### src/rtl/alu_share_arbiter_if.sv
// Requester, ALU-pin and response bundle for alu_share_arbiter.
// ALU_ARB_LOCK_EN adds the per-requester i_req_lock bits.
interface alu_share_arbiter_if;
  logic [1:0]  i_req_valid;
  logic [1:0]  o_req_ready;
  logic [63:0] i_req_op_a;
  logic [63:0] i_req_op_b;
  logic [7:0]  i_req_alu_op;
  logic [1:0]  i_req_jalr;
`ifdef ALU_ARB_LOCK_EN
  logic [1:0]  i_req_lock;
`endif
  logic [31:0] o_alu_op_a;
  logic [31:0] o_alu_op_b;
  logic [3:0]  o_alu_op;
  logic        o_alu_jalr;
  logic [31:0] i_alu_data;
  logic        o_rsp_valid;
  logic        o_rsp_id;
  logic [31:0] o_rsp_data;
  logic        i_rsp_ready;

  modport slave (
`ifdef ALU_ARB_LOCK_EN
    input  i_req_lock,
`endif
    input  i_req_valid, i_req_op_a, i_req_op_b, i_req_alu_op, i_req_jalr,
    output o_req_ready,
    output o_alu_op_a, o_alu_op_b, o_alu_op, o_alu_jalr,
    input  i_alu_data,
    output o_rsp_valid, o_rsp_id, o_rsp_data,
    input  i_rsp_ready
  );

  modport master (
`ifdef ALU_ARB_LOCK_EN
    output i_req_lock,
`endif
    output i_req_valid, i_req_op_a, i_req_op_b, i_req_alu_op, i_req_jalr,
    input  o_req_ready,
    input  o_alu_op_a, o_alu_op_b, o_alu_op, o_alu_jalr,
    output i_alu_data,
    input  o_rsp_valid, o_rsp_id, o_rsp_data,
    output i_rsp_ready
  );
endinterface

### src/rtl/alu_share_arbiter.sv
// Round-robin share of one combinational ALU between two requesters, results queued with id.
// Optional ALU_ARB_LOCK_EN: a requester may lock the grant across consecutive handshakes.
module alu_share_arbiter #(
  parameter int unsigned DEPTH     = 2,
  parameter bit          PRIO_INIT = 1'b0
) (
  input logic               i_clk,
  input logic               i_reset,
  alu_share_arbiter_if.slave bus
);
  localparam int unsigned AW = $clog2(DEPTH);
  localparam int unsigned CW = $clog2(DEPTH + 1);

  logic [32:0]   r_mem [DEPTH];
  logic [32:0]   r_head;
  logic [AW-1:0] r_wr_ptr;
  logic [AW-1:0] r_rd_ptr;
  logic [CW-1:0] r_count;
  logic          r_prio;
  logic          r_run;
`ifdef ALU_ARB_LOCK_EN
  logic          r_lock;
  logic          r_lock_id;
`endif

  logic          w_rsp_valid;
  logic          w_space;
  logic          w_ok;
  logic          w_rr_win;
  logic          w_rr_grant;
  logic          w_win;
  logic          w_grant;
  logic          w_push;
  logic          w_pop;
  logic [AW-1:0] w_rd_next;

  assign w_rsp_valid = (r_count != '0);
  assign w_pop       = w_rsp_valid & bus.i_rsp_ready;
  assign w_space     = (r_count < CW'(DEPTH)) | w_pop;
  assign w_rd_next   = r_rd_ptr + AW'(1);

  // r_run keeps ready and the ALU pins at zero until the first edge after reset release.
  always_comb begin
    w_ok       = r_run & w_space;
    w_rr_win   = (&bus.i_req_valid) ? r_prio : bus.i_req_valid[1];
    w_rr_grant = w_ok & (|bus.i_req_valid);
`ifdef ALU_ARB_LOCK_EN
    w_win   = r_lock ? r_lock_id : w_rr_win;
    w_grant = r_lock ? (w_ok & bus.i_req_valid[r_lock_id]) : w_rr_grant;
`else
    w_win   = w_rr_win;
    w_grant = w_rr_grant;
`endif
  end

  assign w_push          = w_grant;
  assign bus.o_req_ready = {w_grant & w_win, w_grant & ~w_win};

  always_comb begin
    bus.o_alu_op_a = '0;
    bus.o_alu_op_b = '0;
    bus.o_alu_op   = '0;
    bus.o_alu_jalr = 1'b0;
    if (w_grant) begin
      bus.o_alu_op_a = w_win ? bus.i_req_op_a[63:32]  : bus.i_req_op_a[31:0];
      bus.o_alu_op_b = w_win ? bus.i_req_op_b[63:32]  : bus.i_req_op_b[31:0];
      bus.o_alu_op   = w_win ? bus.i_req_alu_op[7:4] : bus.i_req_alu_op[3:0];
      bus.o_alu_jalr = bus.i_req_jalr[w_win];
    end
  end

  always_ff @(posedge i_clk) begin
    if (w_push) r_mem[r_wr_ptr] <= {w_win, bus.i_alu_data};
  end

  // The head lives in its own register so it holds the last popped value once empty.
  always_ff @(posedge i_clk or negedge i_reset) begin
    if (!i_reset) begin
      r_head   <= '0;
      r_wr_ptr <= '0;
      r_rd_ptr <= '0;
      r_count  <= '0;
      r_prio   <= PRIO_INIT;
      r_run    <= 1'b0;
`ifdef ALU_ARB_LOCK_EN
      r_lock    <= 1'b0;
      r_lock_id <= 1'b0;
`endif
    end else begin
      r_run <= 1'b1;
      if (w_push) r_wr_ptr <= r_wr_ptr + AW'(1);
      if (w_pop)  r_rd_ptr <= w_rd_next;
      unique case ({w_push, w_pop})
        2'b10:   r_count <= r_count + CW'(1);
        2'b01:   r_count <= r_count - CW'(1);
        default: r_count <= r_count;
      endcase
      if (w_push && ((r_count == '0) || (w_pop && r_count == CW'(1))))
        r_head <= {w_win, bus.i_alu_data};
      else if (w_pop && r_count > CW'(1))
        r_head <= r_mem[w_rd_next];
`ifdef ALU_ARB_LOCK_EN
      if (w_push) begin
        r_lock    <= bus.i_req_lock[w_win];
        r_lock_id <= w_win;
        if (!bus.i_req_lock[w_win]) r_prio <= ~w_win;
      end
`else
      if (w_push) r_prio <= ~w_win;
`endif
    end
  end

  assign bus.o_rsp_valid = w_rsp_valid;
  assign bus.o_rsp_id    = r_head[32];
  assign bus.o_rsp_data  = r_head[31:0];
endmodule
### src/flat_wrapper.sv
// flat-port wrapper written by rule: the top's interface ports become plain ports
module alu_share_arbiter_flat 
#(
  parameter int unsigned DEPTH     = 2,
  parameter bit          PRIO_INIT = 1'b0
)
  (i_clk, i_reset, bus_i_req_valid, bus_i_req_op_a, bus_i_req_op_b, bus_i_req_alu_op, bus_i_req_jalr, bus_o_req_ready, bus_o_alu_op_a, bus_o_alu_op_b, bus_o_alu_op, bus_o_alu_jalr, bus_i_alu_data, bus_o_rsp_valid, bus_o_rsp_id, bus_o_rsp_data, bus_i_rsp_ready);
  alu_share_arbiter_if bus_i ();
  input logic i_clk;
  input logic i_reset;
  input wire logic [$bits(bus_i.i_req_valid)-1:0] bus_i_req_valid;
  input wire logic [$bits(bus_i.i_req_op_a)-1:0] bus_i_req_op_a;
  input wire logic [$bits(bus_i.i_req_op_b)-1:0] bus_i_req_op_b;
  input wire logic [$bits(bus_i.i_req_alu_op)-1:0] bus_i_req_alu_op;
  input wire logic [$bits(bus_i.i_req_jalr)-1:0] bus_i_req_jalr;
  output wire logic [$bits(bus_i.o_req_ready)-1:0] bus_o_req_ready;
  output wire logic [$bits(bus_i.o_alu_op_a)-1:0] bus_o_alu_op_a;
  output wire logic [$bits(bus_i.o_alu_op_b)-1:0] bus_o_alu_op_b;
  output wire logic [$bits(bus_i.o_alu_op)-1:0] bus_o_alu_op;
  output wire logic [$bits(bus_i.o_alu_jalr)-1:0] bus_o_alu_jalr;
  input wire logic [$bits(bus_i.i_alu_data)-1:0] bus_i_alu_data;
  output wire logic [$bits(bus_i.o_rsp_valid)-1:0] bus_o_rsp_valid;
  output wire logic [$bits(bus_i.o_rsp_id)-1:0] bus_o_rsp_id;
  output wire logic [$bits(bus_i.o_rsp_data)-1:0] bus_o_rsp_data;
  input wire logic [$bits(bus_i.i_rsp_ready)-1:0] bus_i_rsp_ready;
  assign bus_i.i_req_valid = bus_i_req_valid;
  assign bus_i.i_req_op_a = bus_i_req_op_a;
  assign bus_i.i_req_op_b = bus_i_req_op_b;
  assign bus_i.i_req_alu_op = bus_i_req_alu_op;
  assign bus_i.i_req_jalr = bus_i_req_jalr;
  assign bus_o_req_ready = bus_i.o_req_ready;
  assign bus_o_alu_op_a = bus_i.o_alu_op_a;
  assign bus_o_alu_op_b = bus_i.o_alu_op_b;
  assign bus_o_alu_op = bus_i.o_alu_op;
  assign bus_o_alu_jalr = bus_i.o_alu_jalr;
  assign bus_i.i_alu_data = bus_i_alu_data;
  assign bus_o_rsp_valid = bus_i.o_rsp_valid;
  assign bus_o_rsp_id = bus_i.o_rsp_id;
  assign bus_o_rsp_data = bus_i.o_rsp_data;
  assign bus_i.i_rsp_ready = bus_i_rsp_ready;
  alu_share_arbiter #(.DEPTH(DEPTH), .PRIO_INIT(PRIO_INIT)) u_core (.i_clk(i_clk), .i_reset(i_reset), .bus(bus_i));
endmodule
### config.mk
export PLATFORM = sky130hd
export DESIGN_NAME = alu_share_arbiter_flat
export DESIGN_NICKNAME = d
export VERILOG_FILES = /design/src/rtl/alu_share_arbiter_if.sv /design/src/rtl/alu_share_arbiter.sv /design/src/flat_wrapper.sv
export SDC_FILE = /design/constraint.sdc
export NUM_CORES = 1
export LEC_CHECK = 0
export CORE_MARGIN = 2
export CORE_UTILIZATION = 39
export CTS_CLUSTER_DIAMETER = 60
export DETAILED_ROUTE_END_ITERATION = 10
export HOLD_SLACK_MARGIN = 0.02
export PLACE_DENSITY_LB_ADDON = 0.05
export SETUP_SLACK_MARGIN = 0.3
export SLEW_MARGIN = 20
export SYNTH_ARGS = -nofsm -noshare
export SYNTH_HDL_FRONTEND = slang
export SYNTH_SLANG_ARGS = --single-unit
### constraint.sdc
create_clock -name i_clk -period 4.5 [get_ports i_clk]
set_clock_uncertainty 0.15 [all_clocks]
set_input_delay 0.45 -clock i_clk [delete_from_list [all_inputs] [get_ports i_clk]]
set_output_delay 0.45 -clock i_clk [all_outputs]
set_load 0.02 [all_outputs]
==> results.py, run 1 <==
metrics = {
    "global_routing": {
        "antenna_found_initial": 0,
        "grt_max_degree": 72,
        "grt_pass1_wl_mm": 26.08,
        "grt_pass1_vias": 4810,
        "track_usage": 0.2576,
        "overflow": 0,
    },
    "placed_design": {
        "placed_cell_area_sq_mm": 0.007936,
        "dp_hpwl_mm": 13.01,
        "place_inst": 902,
        "io_buffers": 279,
        "place_congestion": 0.9956,
        "pre_cts_ws_ns": 1.027,
    },
    "setup_path": {
        "crit_fanout": 71,
        "critPathKind": "in -> out",
        "endpoint": "bus_o_alu_op_b[6]",
        "reg2reg_from": "u_core.r_count[1]",
        "worst-r2r-cell-count": 7,
        "crit_required_ns": 3.90,
        "end_kind": "output pin",
        "start_kind": "primary input",
        "setup.worst_path.start": "bus_i_req_valid[0]",
        "reg2reg_slack_ns": 1.56,
        "r2r_end": "u_core.r_mem[0][19]",
        "cp.arrival_ns": 2.92,
    },
    "power_and_ir_drop": {
        "combPwrFrac": 0.454,
        "vdd_drop_max_uv": 264.7,
        "seqPwrFrac": 0.363,
        "leakagePower_nw": 3.208,
        "p_switching_mw": 1.529,
        "internal_power_mw": 2.694,
        "p_total_mw": 4.223,
        "pwr-share-clk": 0.183,
        "power.density_mw_per_mm2": 513.0,
        "swShare": 0.3620,
    },
    "logic_synthesis": {
        "synthesis.instances": 480,
        "yosys_warnings": 0,
        "synth_area_sq_mm": 0.004984,
        "avgSynthCellArea_sq_um": 10.38,
        "yosysSeqAreaShare": 0.5935,
        "syn_nets": 658,
        "synth-seq-cells": 105,
        "synth.distinct_cells": 26,
    },
    "floorplan": {
        "dieArea_sq_mm": 0.01370,
        "die-height_um": 117.0,
        "core_area_sq_mm": 0.01257,
        "start_util": 0.3965,
        "row_count": 41,
        "die_w_um": 117.0,
        "ios": 280,
    },
    "cts": {
        "clock-sinks": 105,
        "post_cts_buffers": 0,
        "cts-root-buf": "clkbuf_16",
        "cts_tree": "done",
        "insertion_delay_ns": 0.34,
        "post_cts_resized": 0,
        "clock_path_buffers": 2,
        "clkTransAtPathRegs_ns": 0.07,
        "cts_buffers": 9,
        "postCtsHoldBufs": 0,
        "h-tree-depth": 3,
    },
    "detailed_routing": {
        "dr_total_vias": 4676,
        "wl_mm": 17.56,
        "drtIter0Drc": 375,
        "wl_per_cell_um": 19.13,
        "detail-route-antenna-nets": 0,
        "via_per_inst": 5.094,
        "dr.pass1.iters": 6,
        "route.detailed.drc": 0,
    },
    "timing": {
        "rsz0062_at_grt": "no",
        "min_period_over_period": 0.7823,
        "fmax_ghz": 0.2841,
        "relSlewSlack": 0.2918,
        "tns_ns": 0,
        "slew_viol_final": 0,
        "worstMarginPinSlew_ns": 1.062,
        "fin_hold_ws_ns": 0.09616,
        "min_period_ns": 3.520,
        "post-route-worst-setup-slack_ns": 0.9797,
        "setup-violations-final": 0,
        "hold_viol": 0,
    },
    "layout": {
        "final_common_cell": "clkdlybuf4s50_1",
        "area_growth_pct": 65.18,
        "fin_area_sq_mm": 0.008232,
        "fin_util": 0.6550,
        "final_cells": 918,
        "final_nets": 919,
        "drive_above_1_share": 0.04424,
        "num_antenna_cells": 0,
        "final_cell_mix": "clkdlybuf4s50_1 (278), nand2_1 (139), a21oi_1 (71), edfxtp_1 (66), dfrtp_1 (38)",
    },
    "flow_run": {
        "cap_violations": 0,
    },
    "worst_hold_path": {
        "hp-class": "in -> async",
    },
    "status": {
        "status": "complete, no violations",
    },
}
worst max-delay path, stage by stage:
cell             delay [ns]
clkdlybuf4s50_1        0.48
inv_1                  0.07
o21ai_4                0.16
buf_4                  0.58
nand2_1                0.24
a21oi_1                0.26
clkdlybuf4s50_1        0.65
how the worst min path moves through the flow:
stage / start / end / slack [ns]
6_report: i_reset / u_core.r_head[20] / 0.1
2_1_floorplan: i_reset / u_core.r_count[0] / 0.004
3_3_place_gp: u_core.r_count[0] / u_core.r_count[0] / 0.34
5_1_grt: i_reset / u_core.r_head[20] / 0.17
3_5_place_dp: u_core.r_head[4] / u_core.r_head[4] / 0.34
4_1_cts: i_reset / u_core.r_head[20] / 0.14
power groups by stage:
stage / clock, mW / sequential [mW] / combinational, mW
detailed placement: 0 / 1.55 / 1.92
floorplan: 0 / 1.63 / 0.952
finish: 0.774 / 1.53 / 1.92
global placement: 0 / 1.55 / 1.90
global route: 0.818 / 1.57 / 2.05
CTS: 0.784 / 1.54 / 1.94
layout make-up:
cell class	count	area (sq um)
Multi-Input combinational cell	329	1856
Fill cell	1020	4337
Timing Repair Buffer	287	2873
Sequential cell	105	2959
Clock inverter	6	66.31
Clock buffer	10	229.0
Tap cell	172	215.2
Inverter	9	33.78
layer usage:
metal,track usage,share of wire,up-vias
li1,-,-,2208
met1,0.3081,0.38,2229
met2,0.4435,0.51,208
met3,0.06540,0.073,31
met4,0.1075,0.030,0
met5,0,0,-
synth_stat cells:
library cell | count | area [sq um]
nand2_1 | 139 | 521.8
a21oi_1 | 71 | 355.3
edfxtp_1 | 66 | 1982
dfrtp_1 | 39 | 975.9
nor2_1 | 36 | 135.1
a221o_1 | 32 | 320.3
mux2i_1 | 32 | 320.3
clkbuf_1 | 27 | 101.4
inv_1 | 7 | 26.28
buf_1 | 4 | 15.01
buf_6 | 4 | 45.04
xnor2_1 | 4 | 35.03
ha_1 | 3 | 37.54
buf_2 | 2 | 10.01
inv_2 | 2 | 7.510
o21ai_0 | 2 | 10.01
a211oi_1 | 1 | 7.510
a211oi_2 | 1 | 12.51
a21o_1 | 1 | 7.510
a221oi_1 | 1 | 8.760
conb_1 | 1 | 3.750
nand2b_4 | 1 | 13.76
nor2b_1 | 1 | 6.260
nor2b_4 | 1 | 13.76
o21ai_1 | 1 | 5.000
or3_1 | 1 | 6.260
kinds of logic after synthesis:
| kind of cell | count (synthesis) | synth area share |
|---|---|---|
| xor+xnor | 4 | 0.007029 |
| buf+inv | 46 | 0.04118 |
| flops | 105 | 0.5935 |
| simple gates | 179 | 0.1398 |
| other cells | 1 | 0.0007525 |
| compound gates | 110 | 0.1459 |
| fa+ha+maj | 3 | 0.007533 |
| mux | 32 | 0.06427 |
registers in the layout, summed over array words and instances, names as in the netlist:
name             cells
u_core.r_wr_ptr      1
u_core.r_prio        1
u_core.r_run         1
u_core.r_head       33
u_core.r_count       2
u_core.r_rd_ptr      1
u_core.r_mem        66
No activity file was read; power rests on OpenSTA's default activity.
==> inputs of run 2 (changes only) <==
--- a/config.mk
+++ b/config.mk
@@ -6,7 +6,7 @@
 export NUM_CORES = 1
 export LEC_CHECK = 0
 export CORE_MARGIN = 2
-export CORE_UTILIZATION = 39
+export CORE_UTILIZATION = 35
 export CTS_CLUSTER_DIAMETER = 60
 export DETAILED_ROUTE_END_ITERATION = 10
 export HOLD_SLACK_MARGIN = 0.02
==> constraint.sdc (replaced) <==
create_clock -name i_clk -period 3 [get_ports i_clk]
set_clock_uncertainty 0.15 [all_clocks]
set_input_delay 0.3 -clock i_clk [delete_from_list [all_inputs] [get_ports i_clk]]
set_output_delay 0.3 -clock i_clk [all_outputs]
set_load 0.02 [all_outputs]
==> run 2 against run 1 <==
Effect of this change: critical path type is now reg -> out; final cell count increased by 1.6%; largest power group unchanged; setup slack got worse by 0.57 ns; critical path depth unchanged.
==> results.py, run 2 (synthesis gave the netlist of run 1 again) <==
metrics = {
    "timing": {
        "min_period_ns": 2.594,
        "setup-violations-final": 0,
        "fmax_ghz": 0.3855,
        "rsz0062_at_grt": "yes",
        "hold_viol": 0,
        "min_period_over_period": 0.8647,
        "relSlewSlack": 0.3574,
        "slew_viol_final": 0,
        "post-route-worst-setup-slack_ns": 0.4059,
        "worstMarginPinSlew_ns": 0.9638,
    },
    "setup_path": {
        "path_buf_inv": 3,
        "crit_fanout": 25,
        "cpPeakStageDelay_ns": 0.41,
        "cp.arrival_ns": 2.14,
        "critPathKind": "reg -> out",
        "end_kind": "output pin",
        "start_kind": "flip-flop",
        "crit_chain": "inv_2 > ha_1 > nand2b_4 > a21o_2 > buf_4 > a21oi_1 > dlygate4sd2_1",
        "crit_required_ns": 2.55,
        "slowest_stage": "dfrtp_2",
        "crit_family": "buffers and inverters",
    },
    "layout": {
        "n_fill_cell": 1205,
        "largest_register_ffs": 66,
        "area_growth_pct": 64.10,
        "final_cell_mix": "clkdlybuf4s50_1 (207), nand2_1 (139), a21oi_1 (67), edfxtp_1 (66), dfrtp_1 (37)",
        "regMostFlops": "u_core.r_mem",
        "final_nets": 926,
        "regArea_sq_mm": 0.002960,
        "multiInputGateArea_sq_mm": 0.001871,
        "drive_above_1_share": 0.1328,
        "final_common_cell": "clkdlybuf4s50_1",
        "num_antenna_cells": 0,
        "final_cells": 933,
        "fin_util": 0.5891,
        "reg.largest.list": "u_core.r_mem x66, u_core.r_head x33, u_core.r_count x2",
    },
    "global_routing": {
        "grt_pass1_wl_mm": 25.30,
        "grt_max_degree": 72,
        "antenna_found_initial": 0,
        "overflow": 0,
        "grt_pass1_vias": 4582,
        "track_usage": 0.2180,
    },
    "floorplan": {
        "die-height_um": 123.3,
        "core_area_sq_mm": 0.01388,
        "ios": 280,
        "row_count": 43,
        "start_util": 0.3590,
        "dieArea_sq_mm": 0.01521,
        "die_w_um": 123.3,
    },
    "power_and_ir_drop": {
        "p_total_mw": 6.208,
        "vdd_drop_max_uv": 308.0,
        "power.density_mw_per_mm2": 759.2,
        "leakagePower_nw": 3.325,
    },
    "cts": {
        "insertion_delay_ns": 0.34,
        "cts-root-buf": "clkbuf_16",
        "cts_tree": "done",
        "cts_buffers": 9,
        "h-tree-depth": 3,
        "clock_path_buffers": 2,
        "post_cts_buffers": 0,
        "clkTransAtPathRegs_ns": 0.07,
        "clock-sinks": 105,
    },
    "status": {
        "status": "complete, no violations",
    },
    "detailed_routing": {
        "dr_total_vias": 4651,
        "route.detailed.drc": 0,
        "detail-route-antenna-nets": 0,
        "wl_per_cell_um": 17.83,
        "wl_mm": 16.63,
        "via_per_inst": 4.985,
        "dr.pass1.iters": 4,
        "drtIter0Drc": 294,
    },
    "flow_run": {
        "cap_violations": 0,
    },
    "placed_design": {
        "place_congestion": 0.8805,
        "place_inst": 916,
        "pre_cts_ws_ns": 0.2101,
        "dp_hpwl_mm": 12.11,
        "io_buffers": 279,
    },
    "worst_hold_path": {
        "hp-class": "reg -> reg",
    },
}
-- run 2: worst register-to-register path, cell delays in order, from the launching register on --
cell,delay [ns]
dfrtp_2,0.41
inv_2,0.06
ha_1,0.21
nand2b_4,0.18
a21o_2,0.23
buf_6,0.21
buf_4,0.23
nor2_4,0.08
buf_4,0.31
-- run 2: where the power goes --
group          internal [mW]  total [mW]  switching [mW]
sequential              1.98        2.27           0.285
combinational           1.36        2.86            1.50
clock                  0.570        1.08           0.509
total                   3.92        6.21            2.29
-- run 2: final timing paths --
kind | from | cells after the start | slack, ns | end
min in group asynchronous | i_reset | 2 | 0.49 | u_core.r_prio
setup reg to reg | u_core.r_count[1] | 8 | 0.60 | u_core.r_mem[1][19]
setup / recovery | u_core.r_count[1] | 7 | 0.41 | bus_o_alu_op_b[18]
max in group asynchronous | i_reset | 2 | 1.54 | u_core.r_rd_ptr
hold / removal | u_core.r_head[20] | 1 | 0.36 | u_core.r_head[20]
hold reg to reg | u_core.r_head[20] | 1 | 0.36 | u_core.r_head[20]
-- run 2: layer usage --
| layer | global-route usage | part of all wire | up-vias |
|---|---|---|---|
| met3 | 0.04382 | 0.060 | 20 |
| met2 | 0.3719 | 0.51 | 176 |
| met1 | 0.2833 | 0.41 | 2230 |
| met5 | 0 | 0 | - |
| li1 | - | - | 2225 |
| met4 | 0.05540 | 0.021 | 0 |
-- run 2: cell type report --
type / instances / share of cell area
Sequential cell: 105 / 0.3620
Timing Repair Buffer: 294 / 0.3435
Multi-Input combinational cell: 329 / 0.2287
Clock buffer: 9 / 0.02754
Tap cell: 180 / 0.02754
Clock inverter: 7 / 0.006579
Inverter: 9 / 0.004131
-- run 2: per-stage QoR --
stage	hold slack, ns	TNS (ns)	area, sq um
finish	0.3637	0	8178
global route	0.3835	0	8178
CTS	0.3674	0	8284
detailed placement	0.3491	0	8031
global placement	0.3410	0	8031
floorplan	-0.1456	-11.61	4984
-- run 2: what timing repair did --
item	CTS	global route
gates resized for setup	105	91
hold buffers	1	0
endpoints found under the hold margin	39	0
endpoints found under the setup margin	69	71
